[config.mk]
export PLATFORM = sky130hd
export DESIGN_NAME = key_command_conditioner
export DESIGN_NICKNAME = d
export VERILOG_FILES = /design/src/rtl/key_command_conditioner_pkg.sv /design/src/rtl/key_command_conditioner_stabilizer.sv /design/src/rtl/key_command_conditioner.sv
export SDC_FILE = /design/constraint.sdc
export NUM_CORES = 1
export LEC_CHECK = 0
export ABC_AREA = 1
export BUFFER_PORTS_ARGS = -buffer_cell sky130_fd_sc_hd__buf_4
export CAP_MARGIN = 20
export CORE_MARGIN = 1
export CORE_UTILIZATION = 34
export DETAILED_ROUTE_END_ITERATION = 10
export PLACE_DENSITY = 0.48
export SLEW_MARGIN = 10
export SYNTH_ARGS = -nofsm -noshare
export SYNTH_HDL_FRONTEND = slang
export SYNTH_SLANG_ARGS = --single-unit
[constraint.sdc]
create_clock -name Clk -period 3.9 [get_ports Clk]
set_input_delay 0.39 -clock Clk [delete_from_list [all_inputs] [get_ports Clk]]
set_output_delay 0.39 -clock Clk [all_outputs]
set_load 0.005 [all_outputs]
[src/rtl/key_command_conditioner_pkg.sv]
// -----------------------------------------------------------------------------
// tetris_pkg
// Shared types and helpers for the key command conditioner.
//   cmd_t           : game command codes handed to the game controller
//   state_t         : press-tracking FSM states
//   KC_*            : USB HID keycodes recognised by the conditioner
//   keycode_to_cmd  : maps an accepted keycode to a command
//   is_shift_cmd    : true for the commands that use DAS + auto-repeat
// Optional build macro: KEYCOND_WASD_EN adds the W/A/S/D alternate bindings.
// -----------------------------------------------------------------------------
package tetris_pkg;

    typedef enum logic [2:0] {
        CMD_NONE      = 3'd0,
        CMD_LEFT      = 3'd1,
        CMD_RIGHT     = 3'd2,
        CMD_DOWN      = 3'd3,
        CMD_ROTATE    = 3'd4,
        CMD_HARD_DROP = 3'd5,
        CMD_RESTART   = 3'd6
    } cmd_t;

    typedef enum logic [1:0] {
        ST_IDLE   = 2'd0,
        ST_FIRST  = 2'd1,
        ST_DAS    = 2'd2,
        ST_REPEAT = 2'd3
    } state_t;

    localparam logic [7:0] KC_NONE      = 8'h00;
    localparam logic [7:0] KC_LEFT      = 8'h50;
    localparam logic [7:0] KC_RIGHT     = 8'h4F;
    localparam logic [7:0] KC_DOWN      = 8'h51;
    localparam logic [7:0] KC_UP        = 8'h52;
    localparam logic [7:0] KC_SPACE     = 8'h2C;
    localparam logic [7:0] KC_F9        = 8'h42;
    localparam logic [7:0] KC_A         = 8'h04;
    localparam logic [7:0] KC_D         = 8'h07;
    localparam logic [7:0] KC_S         = 8'h16;
    localparam logic [7:0] KC_W         = 8'h1A;

    // Anything not listed is treated exactly like a released key.
    function automatic cmd_t keycode_to_cmd(input logic [7:0] kc);
        cmd_t c;
        c = CMD_NONE;
        case (kc)
            KC_LEFT:  c = CMD_LEFT;
            KC_RIGHT: c = CMD_RIGHT;
            KC_DOWN:  c = CMD_DOWN;
            KC_UP:    c = CMD_ROTATE;
            KC_SPACE: c = CMD_HARD_DROP;
            KC_F9:    c = CMD_RESTART;
`ifdef KEYCOND_WASD_EN
            KC_A:     c = CMD_LEFT;
            KC_D:     c = CMD_RIGHT;
            KC_S:     c = CMD_DOWN;
            KC_W:     c = CMD_ROTATE;
`endif
            default:  c = CMD_NONE;
        endcase
        return c;
    endfunction

    function automatic logic is_shift_cmd(input cmd_t c);
        return (c == CMD_LEFT) || (c == CMD_RIGHT);
    endfunction

endpackage

[src/rtl/key_command_conditioner_stabilizer.sv]
// -----------------------------------------------------------------------------
// keycode_stabilizer
// Glitch filter for the keycode register written by the soft processor.
// A new keycode is only accepted once it has been sampled unchanged on
// STABLE_CYCLES+1 consecutive clocks.
// Ports:
//   clk_i       : system clock
//   reset_i     : synchronous active-high reset
//   keycode_i   : raw HID keycode
//   accepted_o  : last keycode that survived the stability filter
// -----------------------------------------------------------------------------
module keycode_stabilizer #(
    parameter int STABLE_CYCLES = 1000
) (
    input  logic       clk_i,
    input  logic       reset_i,
    input  logic [7:0] keycode_i,
    output logic [7:0] accepted_o
);

    localparam int CW = $clog2(STABLE_CYCLES + 1);
    localparam logic [CW-1:0] CNT_MAX    = CW'(STABLE_CYCLES);
    localparam logic [CW-1:0] CNT_ACCEPT = CW'(STABLE_CYCLES - 1);

    logic [7:0]    kc_q, kc_d;
    logic [7:0]    accepted_q, accepted_d;
    logic [CW-1:0] cnt_q, cnt_d;

    // The counter tracks how many back-to-back samples matched the previous
    // one. Acceptance fires on the edge where the count reaches STABLE_CYCLES,
    // so a clean change is visible here STABLE_CYCLES+1 edges after it
    // appears. The counter saturates so a held key never re-triggers.
    always_comb begin
        kc_d       = keycode_i;
        cnt_d      = cnt_q;
        accepted_d = accepted_q;
        if (keycode_i != kc_q) begin
            cnt_d = '0;
        end else begin
            if (cnt_q != CNT_MAX) begin
                cnt_d = cnt_q + CW'(1);
            end
            if (cnt_q >= CNT_ACCEPT) begin
                accepted_d = kc_q;
            end
        end
    end

    always_ff @(posedge clk_i) begin
        if (reset_i) begin
            kc_q       <= 8'h00;
            cnt_q      <= '0;
            accepted_q <= 8'h00;
        end else begin
            kc_q       <= kc_d;
            cnt_q      <= cnt_d;
            accepted_q <= accepted_d;
        end
    end

    assign accepted_o = accepted_q;

endmodule

[src/rtl/key_command_conditioner.sv]
// -----------------------------------------------------------------------------
// key_command_conditioner
// Turns the raw keycode written by the soft processor into discrete game
// commands: one per press, with delayed auto-shift and auto-repeat for
// left/right, fixed-rate repeat for soft drop, and one-shot for the rest.
// Each command is held on a valid/ready handshake until consumed; commands
// generated while one is still pending are dropped, never queued.
// Ports:
//   Clk        : system clock
//   Reset      : synchronous active-high reset
//   keycode    : raw HID keycode (0x00 = no key)
//   cmd_valid  : a command is being presented
//   cmd        : command code, stable while cmd_valid is high
//   cmd_ready  : game controller takes cmd this cycle
//   key_active : accepted keycode maps to a command
// Optional build macro: KEYCOND_WASD_EN (W/A/S/D bindings, see tetris_pkg).
// -----------------------------------------------------------------------------
module key_command_conditioner
    import tetris_pkg::*;
#(
    parameter int STABLE_CYCLES    = 1000,
    parameter int DAS_DELAY        = 8000000,
    parameter int ARR_PERIOD       = 2500000,
    parameter int SOFT_DROP_PERIOD = 1500000
) (
    input  logic       Clk,
    input  logic       Reset,
    input  logic [7:0] keycode,
    output logic       cmd_valid,
    output cmd_t       cmd,
    input  logic       cmd_ready,
    output logic       key_active
);

    localparam int MAX_AB     = (DAS_DELAY > ARR_PERIOD) ? DAS_DELAY : ARR_PERIOD;
    localparam int MAX_PERIOD = (MAX_AB > SOFT_DROP_PERIOD) ? MAX_AB : SOFT_DROP_PERIOD;
    localparam int CNT_W      = ($clog2(MAX_PERIOD) < 1) ? 1 : $clog2(MAX_PERIOD);

    localparam logic [CNT_W-1:0] DAS_LOAD = CNT_W'(DAS_DELAY - 1);
    localparam logic [CNT_W-1:0] ARR_LOAD = CNT_W'(ARR_PERIOD - 1);
    localparam logic [CNT_W-1:0] SDP_LOAD = CNT_W'(SOFT_DROP_PERIOD - 1);

    logic [7:0]       acc_kc;
    cmd_t             acc_cmd;
    cmd_t             held_cmd;

    state_t           state_q, state_d;
    logic [CNT_W-1:0] cnt_q, cnt_d;
    logic [7:0]       key_q, key_d;
    logic             rep_en_q, rep_en_d;

    logic             emit;
    cmd_t             emit_cmd;
    logic             xfer;

    logic             valid_q, valid_d;
    cmd_t             cmd_q, cmd_d;
    logic             key_active_q, key_active_d;

    keycode_stabilizer #(
        .STABLE_CYCLES (STABLE_CYCLES)
    ) u_stabilizer (
        .clk_i      (Clk),
        .reset_i    (Reset),
        .keycode_i  (keycode),
        .accepted_o (acc_kc)
    );

    assign acc_cmd  = keycode_to_cmd(acc_kc);
    assign held_cmd = keycode_to_cmd(key_q);

    // Press tracking. The repeat counter is loaded on the press edge itself
    // and keeps counting through FIRST, so the first repeat lands exactly
    // DAS_DELAY (or SOFT_DROP_PERIOD) cycles after the initial command.
    // Repeats then fire when the counter sits at zero, giving a spacing of
    // reload+1 cycles. One-shot keys park in REPEAT with repeats disabled
    // until the key is released or changed.
    always_comb begin
        state_d  = state_q;
        cnt_d    = cnt_q;
        key_d    = key_q;
        rep_en_d = rep_en_q;
        emit     = 1'b0;
        emit_cmd = CMD_NONE;

        case (state_q)
            ST_IDLE: begin
                if (acc_cmd != CMD_NONE) begin
                    emit     = 1'b1;
                    emit_cmd = acc_cmd;
                    key_d    = acc_kc;
                    state_d  = ST_FIRST;
                    if (is_shift_cmd(acc_cmd)) begin
                        cnt_d = DAS_LOAD;
                    end else if (acc_cmd == CMD_DOWN) begin
                        cnt_d = SDP_LOAD;
                    end else begin
                        cnt_d = '0;
                    end
                end
            end
            ST_FIRST: begin
                if (cnt_q != '0) begin
                    cnt_d = cnt_q - CNT_W'(1);
                end
                if (is_shift_cmd(held_cmd)) begin
                    state_d  = ST_DAS;
                    rep_en_d = 1'b1;
                end else begin
                    state_d  = ST_REPEAT;
                    rep_en_d = (held_cmd == CMD_DOWN);
                end
            end
            ST_DAS: begin
                if (cnt_q == '0) begin
                    emit     = 1'b1;
                    emit_cmd = held_cmd;
                    state_d  = ST_REPEAT;
                    cnt_d    = ARR_LOAD;
                end else begin
                    cnt_d = cnt_q - CNT_W'(1);
                end
            end
            ST_REPEAT: begin
                if (rep_en_q) begin
                    if (cnt_q == '0) begin
                        emit     = 1'b1;
                        emit_cmd = held_cmd;
                        cnt_d    = is_shift_cmd(held_cmd) ? ARR_LOAD : SDP_LOAD;
                    end else begin
                        cnt_d = cnt_q - CNT_W'(1);
                    end
                end
            end
            default: begin
                state_d = ST_IDLE;
            end
        endcase

        // A change of accepted key (including release) ends the press and
        // overrides any repeat that expired on the same edge. A new mapped
        // key is picked up from IDLE on the following edge.
        if ((state_q != ST_IDLE) && (acc_kc != key_q)) begin
            state_d  = ST_IDLE;
            cnt_d    = '0;
            rep_en_d = 1'b0;
            emit     = 1'b0;
            emit_cmd = CMD_NONE;
        end
    end

    // Single-entry output slot. A new command only lands when the slot is
    // empty or is being drained on this same edge; otherwise it is dropped.
    always_comb begin
        xfer         = valid_q & cmd_ready;
        valid_d      = valid_q;
        cmd_d        = cmd_q;
        key_active_d = (acc_cmd != CMD_NONE);
        if (emit && (!valid_q || xfer)) begin
            valid_d = 1'b1;
            cmd_d   = emit_cmd;
        end else if (xfer) begin
            valid_d = 1'b0;
        end
    end

    always_ff @(posedge Clk) begin
        if (Reset) begin
            state_q      <= ST_IDLE;
            cnt_q        <= '0;
            key_q        <= 8'h00;
            rep_en_q     <= 1'b0;
            valid_q      <= 1'b0;
            cmd_q        <= CMD_NONE;
            key_active_q <= 1'b0;
        end else begin
            state_q      <= state_d;
            cnt_q        <= cnt_d;
            key_q        <= key_d;
            rep_en_q     <= rep_en_d;
            valid_q      <= valid_d;
            cmd_q        <= cmd_d;
            key_active_q <= key_active_d;
        end
    end

    assign cmd_valid  = valid_q;
    assign cmd        = cmd_q;
    assign key_active = key_active_q;

endmodule

# Word-level counts from Yosys, hierarchy flattened
# Cells that the tools add are included.
# Widths: inputs -> output; s select.
# totals
romBits,0
latchBits,0
register_bits,65
mem_bits_rw,0
out_inout_bits,5
n_memories,0
# classes
eq_ne,28
n_mul,0
div,0
addsub,2
shifts,0
order_cmp,1
n_reduce_logical,19
mux,28
bitwise_logic,2
# ops
cell,count
$mux 23,6
$pmux 23 s4,1
$eq 8x7->1 const B,10
$pmux 3 s6,2
$logic_not 23->1,1
$reduce_bool 23->1,1
$sub 23x1->23 const B,1
$mux 22,1
$mux 21,1
$eq 8x6->1 const B,2
$ne 8x8->1,2
$eq 3x2->1 const B,4
$mux 3,4
$add 10x1->10 const B,1
$ge 10x10->1 const B,1
$ne 10x10->1 const B,1
$pmux 3 s3,1
$mux 1,8
$ne 2x2->1 const B,4
$eq 3x1->1 const B,2
$pmux 2 s3,1
$reduce_and 3->1,2
$reduce_bool 3->1,2
$eq 2x2->1 const B,2
other kinds (12),19

# Longest topological paths before layout
# Gate-level depths: netlist (run 1).
# logic_depth
ltp_word,8
mapped_depth,13
depth_no_buf,13

# Hierarchy
# Synthesis (run 1) repeated with hierarchy kept, for this count alone.
# unflattened
cells_unflattened,701
area_unflattened_um2,4391.7
# modules_own_cells
mod,cells_each,n_inst,seq_area_each_um2,area_each_um2
key_command_conditioner,519,1,780.7,3091.7
keycode_stabilizer,182,1,520.5,1300.0

# Worst setup path before layout (run 1)
# Ideal clock, no wire load.
# synth_path
path_kind,flip-flop to flip-flop
start,reg cnt_q[0]
end,reg cnt_q[9]
n_path_buf,1
arrival_time_ps,1643
required_time_ps,3774
stages_incl_launch_ff,14
path_slack_ps,2132
period_less_slack_ps,1768
cell_sequence,dfxtp_1 > inv_1 > ha_1 > nand2_4 > nor2_8 > nand2_4 > nor2_8 > a21oi_4 > nand2_8 > buf_8 > nand2_1 > nand2_1 > a21oi_1 > nor2_2
# synth_between
elab_chain_cells,4
elab_cells_between_ends,10
classes_between,add/sub: 1; eq/ne: 1; mux: 5; reduce/logical: 3
# synth_lines
item,line,source
from (decl),key_command_conditioner.sv:48,"logic [CNT_W-1:0] cnt_q, cnt_d;"
from (signal assigned),key_command_conditioner.sv:178,cnt_q <= cnt_d;
$sub 23x1->23 or $logic_not 23->1 (tied branches),n/a,
$mux 23,key_command_conditioner.sv:126,if (cnt_q == '0) begin
$mux 23,key_command_conditioner.sv:125,if (rep_en_q) begin
$pmux 23 s4,key_command_conditioner.sv:86,case (state_q)
# Several ways; a longest one is shown, not always the timed one. The select of a mux whose other input is x is not followed.
# A chain may end at the register's enable or synchronous reset.

# Worst setup path in the final report (run 1)
# layout_path
start,reg state_q[0]
end,reg cnt_q[11]
# layout_between
elab_chain_cells,3
elab_cells_between_ends,12
classes_between,eq/ne: 6; mux: 1; reduce/logical: 5
# layout_lines
item,line,source
from (decl),key_command_conditioner.sv:47,"state_t state_q, state_d;"
from (signal assigned),key_command_conditioner.sv:177,state_q <= state_d;
"$eq 2x1->1, or another cell as far along",key_command_conditioner.sv:86,
$ne 2x2->1 (no source line) or $logic_and 1x1->1 (tied branches),n/a,
$reduce_and 3->1 (no source line) or $reduce_or 2->1 (tied branches),n/a,
# Several ways; a longest one is shown, not always the timed one.

==> impl_results.md, run 1 <==
- Top cell type's share of synthesized area: 0.318
- Top cells by area, synth: dfxtp_1, nand2_1, nor2_1
- Root Driver: clkbuf_16
- DR DRC count: 0
- Register area: 0.00130 mm²
- Design area: 0.00466 mm²
- Post-layout min period: 2.31 ns
- Die area: 0.0125 mm²
- DP HPWL: 8800 µm
- Total track usage: 0.200
- I/O pin total: 16
- Setup-failing EPs final: 0
- R2R Path Start: state_q[0]
- CP startpoint: state_q[0]
- Setup crit end kind: flop
- Drt first pass iters: 4
- Worst setup endpoint: cnt_q[11]
- Critical Path Start Type: flop
- Worst slew pin tran: 0.641 ns
- Crit-path max FO: 16
- Most frequent CP cell: inv_1
- Cells after Synth: 623
- WS Path Type: flop to flop
- CP Data Required Time: 4.17 ns
- Clk sink count: 65
- # nets final: 661
- Multi-input gate area: 0.00243 mm²
- RSZ-0062 raised after global routing: no
- Final Skew: 0.00613 ns
- IO buf count: 15
- Seq/Total Area, Yosys: 0.318
- Total grt overflow: 0
- Post-synthesis cell type count: 38
- Main synth FF type: dfxtp_1
- ANT nets after route: 0
- Commonest cells in the synthesized netlist: nand2_1, nor2_1, inv_1
- Setup TNS: 0 ns
- Initial DRC count: 153
- Max incr delay on CP: 0.43 ns
- Post-synth EDFFs: 0
- Cell area after synthesis: 0.00409 mm²
- Syn nets: 643
- CTS tree: done
- Fillers: 1242
- Maxcap violations: 0
- Peak supply drop: 0.301 mV
- Number of hold buffers added after CTS: 0
- H-tree Lvls: 3
- Worst Path Arrival: 2.58 ns
- Vias in the first global route: 3899
- Final estimated routing congestion in global placement: 0.837
- Final Slew Violations: 0
- Hold Crit Class: input port to flop
- Layout cell share with drive strength beyond 1: 0.133
- Vias: 3946
- Final Hold Vio Count: 0
- Fmax: 433 MHz
- Reg2Reg Capture Point: cnt_q[11]
- First-pass GRT wire length: 19300 µm
- CTS resizes: 0
- PwrDens: 647 mW/mm²
- CP Cell Sequence: inv_1 > ha_1 > inv_1 > nand2_1 > nand2_1 > inv_1 > o21ai_1 > nor3b_2
- Drt via density: 5.00
- Lkg Pwr: 0.00212 µW
- Ys Warns: 0
- Global route hottest layer: met2
- Starting Density: 0.354
- Clock-pin slew on the worst setup and hold paths: 0.06 ns
- Asr flop ratio synth: 0
- # rows: 39
- R2r worst-path depth: 8
- Cell accounting for the most synthesized area: dfxtp_1
- Top-count cell post-synth: nand2_1
- R2R Setup Slk: 1.59 ns
- Status: complete, no violations
- Worst-Skew Late Latency: 0.34 ns
- Initial antenna violation count: 0
- Post-Syn Area per Cell: 6.57 µm²
- Final Total Pwr: 3010 µW
- Post-place instance area: 0.00433 mm²
- DR WL/cell: 14.3 µm
- Antenna cells: 0
- Seq cells post-synth: 65
- GR Layer Usage met2: 0.354
- Post-Route Utilization: 0.403
- Cts bufs inserted: 9
- Largest net degree at the start of global routing: 19
- Final wirelength: 11300 µm
- CORE AREA: 0.0116 mm²
- Max Root-Sink Buffers: 2
- Synth-to-layout area growth: 13.9%
- Die width: 112 µm
- Slew HR: 0.572
- Part of the cycle the worst path needs: 0.592
- Die height: 112 µm
- Grt met1 use: 0.228
- Met3 Use GR: 0.0512
- Setup bufs post-CTS: 0
- Slowest cell on the critical path: inv_1
## metal layers
layer | vias to the layer above | part of all wire
met5 | - | 0
met1 | 1831 | 0.43
met2 | 62 | 0.50
met4 | 0 | 0.026
li1 | 2033 | -
met3 | 20 | 0.039
## registers in the layout (all words and copies together) (netlist names), 2 cells and up
name and count:
key_q 8, state_q 2, u_stabilizer.cnt_q 10, cnt_q 23
cmd 3, u_stabilizer.accepted_o 8, u_stabilizer.kc_q 8
## layout by cell type, fill, tap and decap left out, types with 8 or more instances in the layout
cell type / instances
a21oi_1: 49
buf_4: 15
clkbuf_16: 9
dfxtp_1: 65
ha_1: 9
inv_1: 73
nand2_1: 145
nand2_2: 8
nand3_1: 35
nand4_1: 18
nor2_1: 91
nor3_1: 8
o21ai_0: 24
o21ai_1: 15
xnor2_1: 8
xor2_1: 12
## power breakdown
part	switching, µW	leakage, µW	total [µW]	internal, µW
Clock	318	0.000159	897	579
Combinational	913	0.00144	1350	440
Sequential	55.2	0.000526	765	709
## logic make-up (layout without fill, tap and decap cells)
family,count (synthesis),in the layout,synth area share
adders and majority gates,9,9,0.0275
DFF,65,65,0.318
and+or+nand+nor,340,340,0.392
AOI/OAI and AO/OA,99,99,0.131
buffers and inverters,90,113,0.0895
xor gates and xnor gates,20,20,0.0428
## per-stage QoR
stage	instances	setup WS, ns	hold slack [ns]
2_1_floorplan	623	2.13	0.445
3_3_place_gp	773	1.64	0.456
3_5_place_dp	773	1.58	0.460
4_1_cts	789	1.56	0.249
5_1_grt	789	1.32	0.261
6_report	789	1.59	0.264
## final cells by class
class / instances / area share
clock buffers: 10 / 0.0512
multi-input cells: 468 / 0.520
well taps: 143 / 0.0384
clock inverters: 6 / 0.0193
repair buffers: 15 / 0.0241
inverters: 82 / 0.0676
flip-flops and latches: 65 / 0.279
## critical path: cells and delay by family (launching register included)
kind	cells	cell delay (ns)
flip-flops	1	0.35
AO/OA/AOI/OAI	1	0.16
buffers and inverters	3	0.66
adder cells (fa/ha/maj)	1	0.35
AND/OR/NAND/NOR	3	0.70
## worst min-delay path by stage
| stage | depth (start not counted) | to | slack (ns) | startpoint |
|---|---|---|---|---|
| 6_report | 3 | u_stabilizer.kc_q[5] | 0.26 | keycode[5] |
| 5_1_grt | 3 | u_stabilizer.kc_q[6] | 0.26 | keycode[6] |
| 4_1_cts | 3 | u_stabilizer.kc_q[5] | 0.25 | keycode[5] |
| 3_5_place_dp | 2 | u_stabilizer.cnt_q[3] | 0.46 | u_stabilizer.cnt_q[3] |
| 3_3_place_gp | 2 | u_stabilizer.cnt_q[9] | 0.46 | u_stabilizer.cnt_q[9] |
| 2_1_floorplan | 2 | u_stabilizer.cnt_q[3] | 0.44 | u_stabilizer.cnt_q[3] |
(Power assumes the default switching activity.)
==> inputs of run 2 (changes only) <==
PLACE_DENSITY = 0.5   (was 0.48)
clock period = 2.1 ns   (was 3.9 ns; I/O delays follow)
==> impl_results.md, run 2 (same netlist as run 1, synthesis figures left out) <==
- Setup crit end kind: flop (unchanged)
- Total track usage: 0.184 (was 0.200)
- Maxcap violations: 0 (unchanged)
- Worst Path Arrival: 2.22 ns (was 2.58 ns)
- Status: complete, no violations (unchanged)
- Antenna cells: 0 (unchanged)
- Design area: 0.00476 mm² (was 0.00466 mm²)
- Register area: 0.00130 mm² (unchanged)
- Number of hold buffers added after CTS: 0 (unchanged)
- Clk pwr share: 0.276 (was 0.298)
- WS Path Type: flop to flop (unchanged)
- Reg2Reg Capture Point: cnt_q[14] (was cnt_q[11])
- ANT nets after route: 0 (unchanged)
- Post-layout min period: 1.94 ns (was 2.31 ns)
- Final Skew: 0.00866 ns (was 0.00613 ns)
- Sequential Power Share: 0.256 (was 0.254)
- Die height: 112 µm (unchanged)
- Worst hold path cell count: 3 (unchanged)
- # rows: 39 (unchanged)
- IO buf count: 15 (unchanged)
- Psw: 2350 µW (was 1290 µW)
- Peak supply drop: 0.334 mV (was 0.301 mV)
- Top flop regs: cnt_q (23), u_stabilizer.cnt_q (10) (unchanged)
- CTS tree: done (unchanged)
- Fillers: 1252 (was 1242)
- Drt first pass iters: 6 (was 4)
- Crit-path max FO: 17 (was 16)
- Max Root-Sink Buffers: 2 (unchanged)
- Synth-to-layout area growth: 16.2% (was 13.9%)
- Internal power: 3120 µW (was 1730 µW)
- I/O pin total: 16 (unchanged)
- Critical Path Start Type: flop (unchanged)
- Final wirelength: 11000 µm (was 11300 µm)
- Layout cell share with drive strength beyond 1: 0.157 (was 0.133)
- Fmax: 514 MHz (was 433 MHz)
- CP Cell Sequence: inv_1 > ha_1 > nand2_4 > nor2_8 > nand2_4 > nor2_8 > a21oi_4 > nand2_8 > inv_6 > nand2_1 > nor2_1 > nor2_1 > nor2_1 (was inv_1 > ha_1 > inv_1 > nand2_1 > nand2_1 > inv_1 > o21ai_1 > nor3b_2)
- DR DRC count: 0 (unchanged)
- Worst-Skew Late Latency: 0.34 ns (about the same)
- Largest reg by FF count: cnt_q (unchanged)
- Starting Density: 0.354 (unchanged)
- Final Total Pwr: 5460 µW (was 3010 µW)
- Most common cell after layout, fill and taps aside: nand2_1 (unchanged)
- Post-Route Utilization: 0.411 (was 0.403)
- Slew HR: 0.689 (was 0.572)
- R2R Setup Slk: 0.16 ns (was 1.59 ns)
- Vias: 3947 (was 3946)
- Setup bufs post-CTS: 0 (unchanged)
- Logic gate share of total power: 0.468 (was 0.449)
- Clk sink count: 65 (unchanged)
- Die width: 112 µm (unchanged)
- Clock-pin slew on the worst setup and hold paths: 0.06 ns (about the same)
- Most frequent cells in the layout: nand2_1, nor2_1, inv_1 (unchanged)
- DP HPWL: 8540 µm (was 8800 µm)
- Slowest cell on the critical path: dfxtp_1 (was inv_1)
- Most frequent CP cell: nor2_1 (was inv_1)
- WHS Endpoint: u_stabilizer.kc_q[6] (was u_stabilizer.kc_q[5])
- RSZ-0062 raised after global routing: no (unchanged)
- Lkg Pwr: 0.00219 µW (was 0.00212 µW)
- PwrDens: 1150 mW/mm² (was 647 mW/mm²)
- Switching share of power: 0.429 (was 0.427)
- R2r worst-path depth: 13 (was 8)
- Initial antenna violation count: 0 (unchanged)
- Final estimated routing congestion in global placement: 0.921 (was 0.837)
- # nets final: 677 (was 661)
- Drt via density: 4.90 (was 5.00)
- Setup-failing EPs final: 0 (unchanged)
- Worst slew pin tran: 0.462 ns (was 0.641 ns)
- Initial DRC count: 291 (was 153)
- Die area: 0.0125 mm² (unchanged)
- CTS resizes: 0 (unchanged)
- First-pass GRT wire length: 17700 µm (was 19300 µm)
- Max incr delay on CP: 0.36 ns (was 0.43 ns)
- R2R Path Start: cnt_q[0] (was state_q[0])
- CP Data Required Time: 2.38 ns (was 4.17 ns)
- Total grt overflow: 0 (unchanged)
- Hold path startpoint: keycode[6] (was keycode[5])
- Setup TNS: 0 ns (unchanged)
- Number of flip-flops in the largest register: 23 (unchanged)
- Largest net degree at the start of global routing: 18 (was 19)
- Final Hold Vio Count: 0 (unchanged)
- Post-place instance area: 0.00445 mm² (was 0.00433 mm²)
- CORE AREA: 0.0116 mm² (unchanged)
- H-tree Lvls: 3 (unchanged)
- Hold_ws: 0.0848 ns (was 0.264 ns)
- Vias in the first global route: 3555 (was 3899)
- Part of the cycle the worst path needs: 0.926 (was 0.592)
- Root Driver: clkbuf_16 (unchanged)
- DR WL/cell: 13.7 µm (was 14.3 µm)
- Cts bufs inserted: 9 (unchanged)
- Hold Crit Class: input port to flop (unchanged)
- Multi-input gate area: 0.00243 mm² (about the same)
- Final Slew Violations: 0 (unchanged)
-- run 2: cell types whose count changed in the layout (fill, tap and decap cells not counted), sizes merged --
cell	before	now
clkinv	2	4
buf	15	31
bufinv	2	1
inv	83	82
-- run 2: power by group through the flow --
stage / registers, µW / logic [µW] / clock network, µW
2_1_floorplan: 1410 / 1990 / 0
3_3_place_gp: 1420 / 2530 / 0
3_5_place_dp: 1420 / 2520 / 0
4_1_cts: 1390 / 2530 / 1540
5_1_grt: 1410 / 2840 / 1600
6_report: 1400 / 2560 / 1510
-- run 2: metal layers --
layer  global-route usage  part of all wire
met5                    0                 0
met4               0.0658             0.013
met3               0.0446             0.041
met2                0.277              0.43
met1                0.254              0.51
-- run 2: layout make-up --
| type | count | area share |
|---|---|---|
| sequential | 65 | 0.274 |
| clock buffer | 10 | 0.0502 |
| inverter | 82 | 0.0663 |
| clock inverter | 6 | 0.0121 |
| tap | 143 | 0.0376 |
| timing repair buffer | 31 | 0.0489 |
| multi-input combinational | 468 | 0.511 |
-- run 2: metrics by stage --
step	worst slack (ns)	cells
global route	0.00255	805
global placement	0.145	789
floorplan	0.332	623
finish	0.155	805
CTS	0.160	805
detailed placement	0.167	789
-- run 2: how the worst max path moves through the flow --
stage	from	to	cells past startpoint
after global placement	cnt_q[2]	cnt_q[15]	12
final	cnt_q[0]	cnt_q[14]	13
after floorplan	cnt_q[0]	cnt_q[9]	13
after global routing	cnt_q[0]	cnt_q[22]	10
after CTS	cnt_q[0]	cnt_q[22]	12
after detailed placement	cnt_q[0]	cnt_q[22]	12
-- run 2: worst max-delay path, delay by kind of cell (launching register included) --
| family | cells | cell delay (ns) |
|---|---|---|
| fa+ha+maj | 1 | 0.24 |
| flops | 1 | 0.36 |
| simple gates | 9 | 0.81 |
| buf+inv | 2 | 0.26 |
| compound gates | 1 | 0.19 |
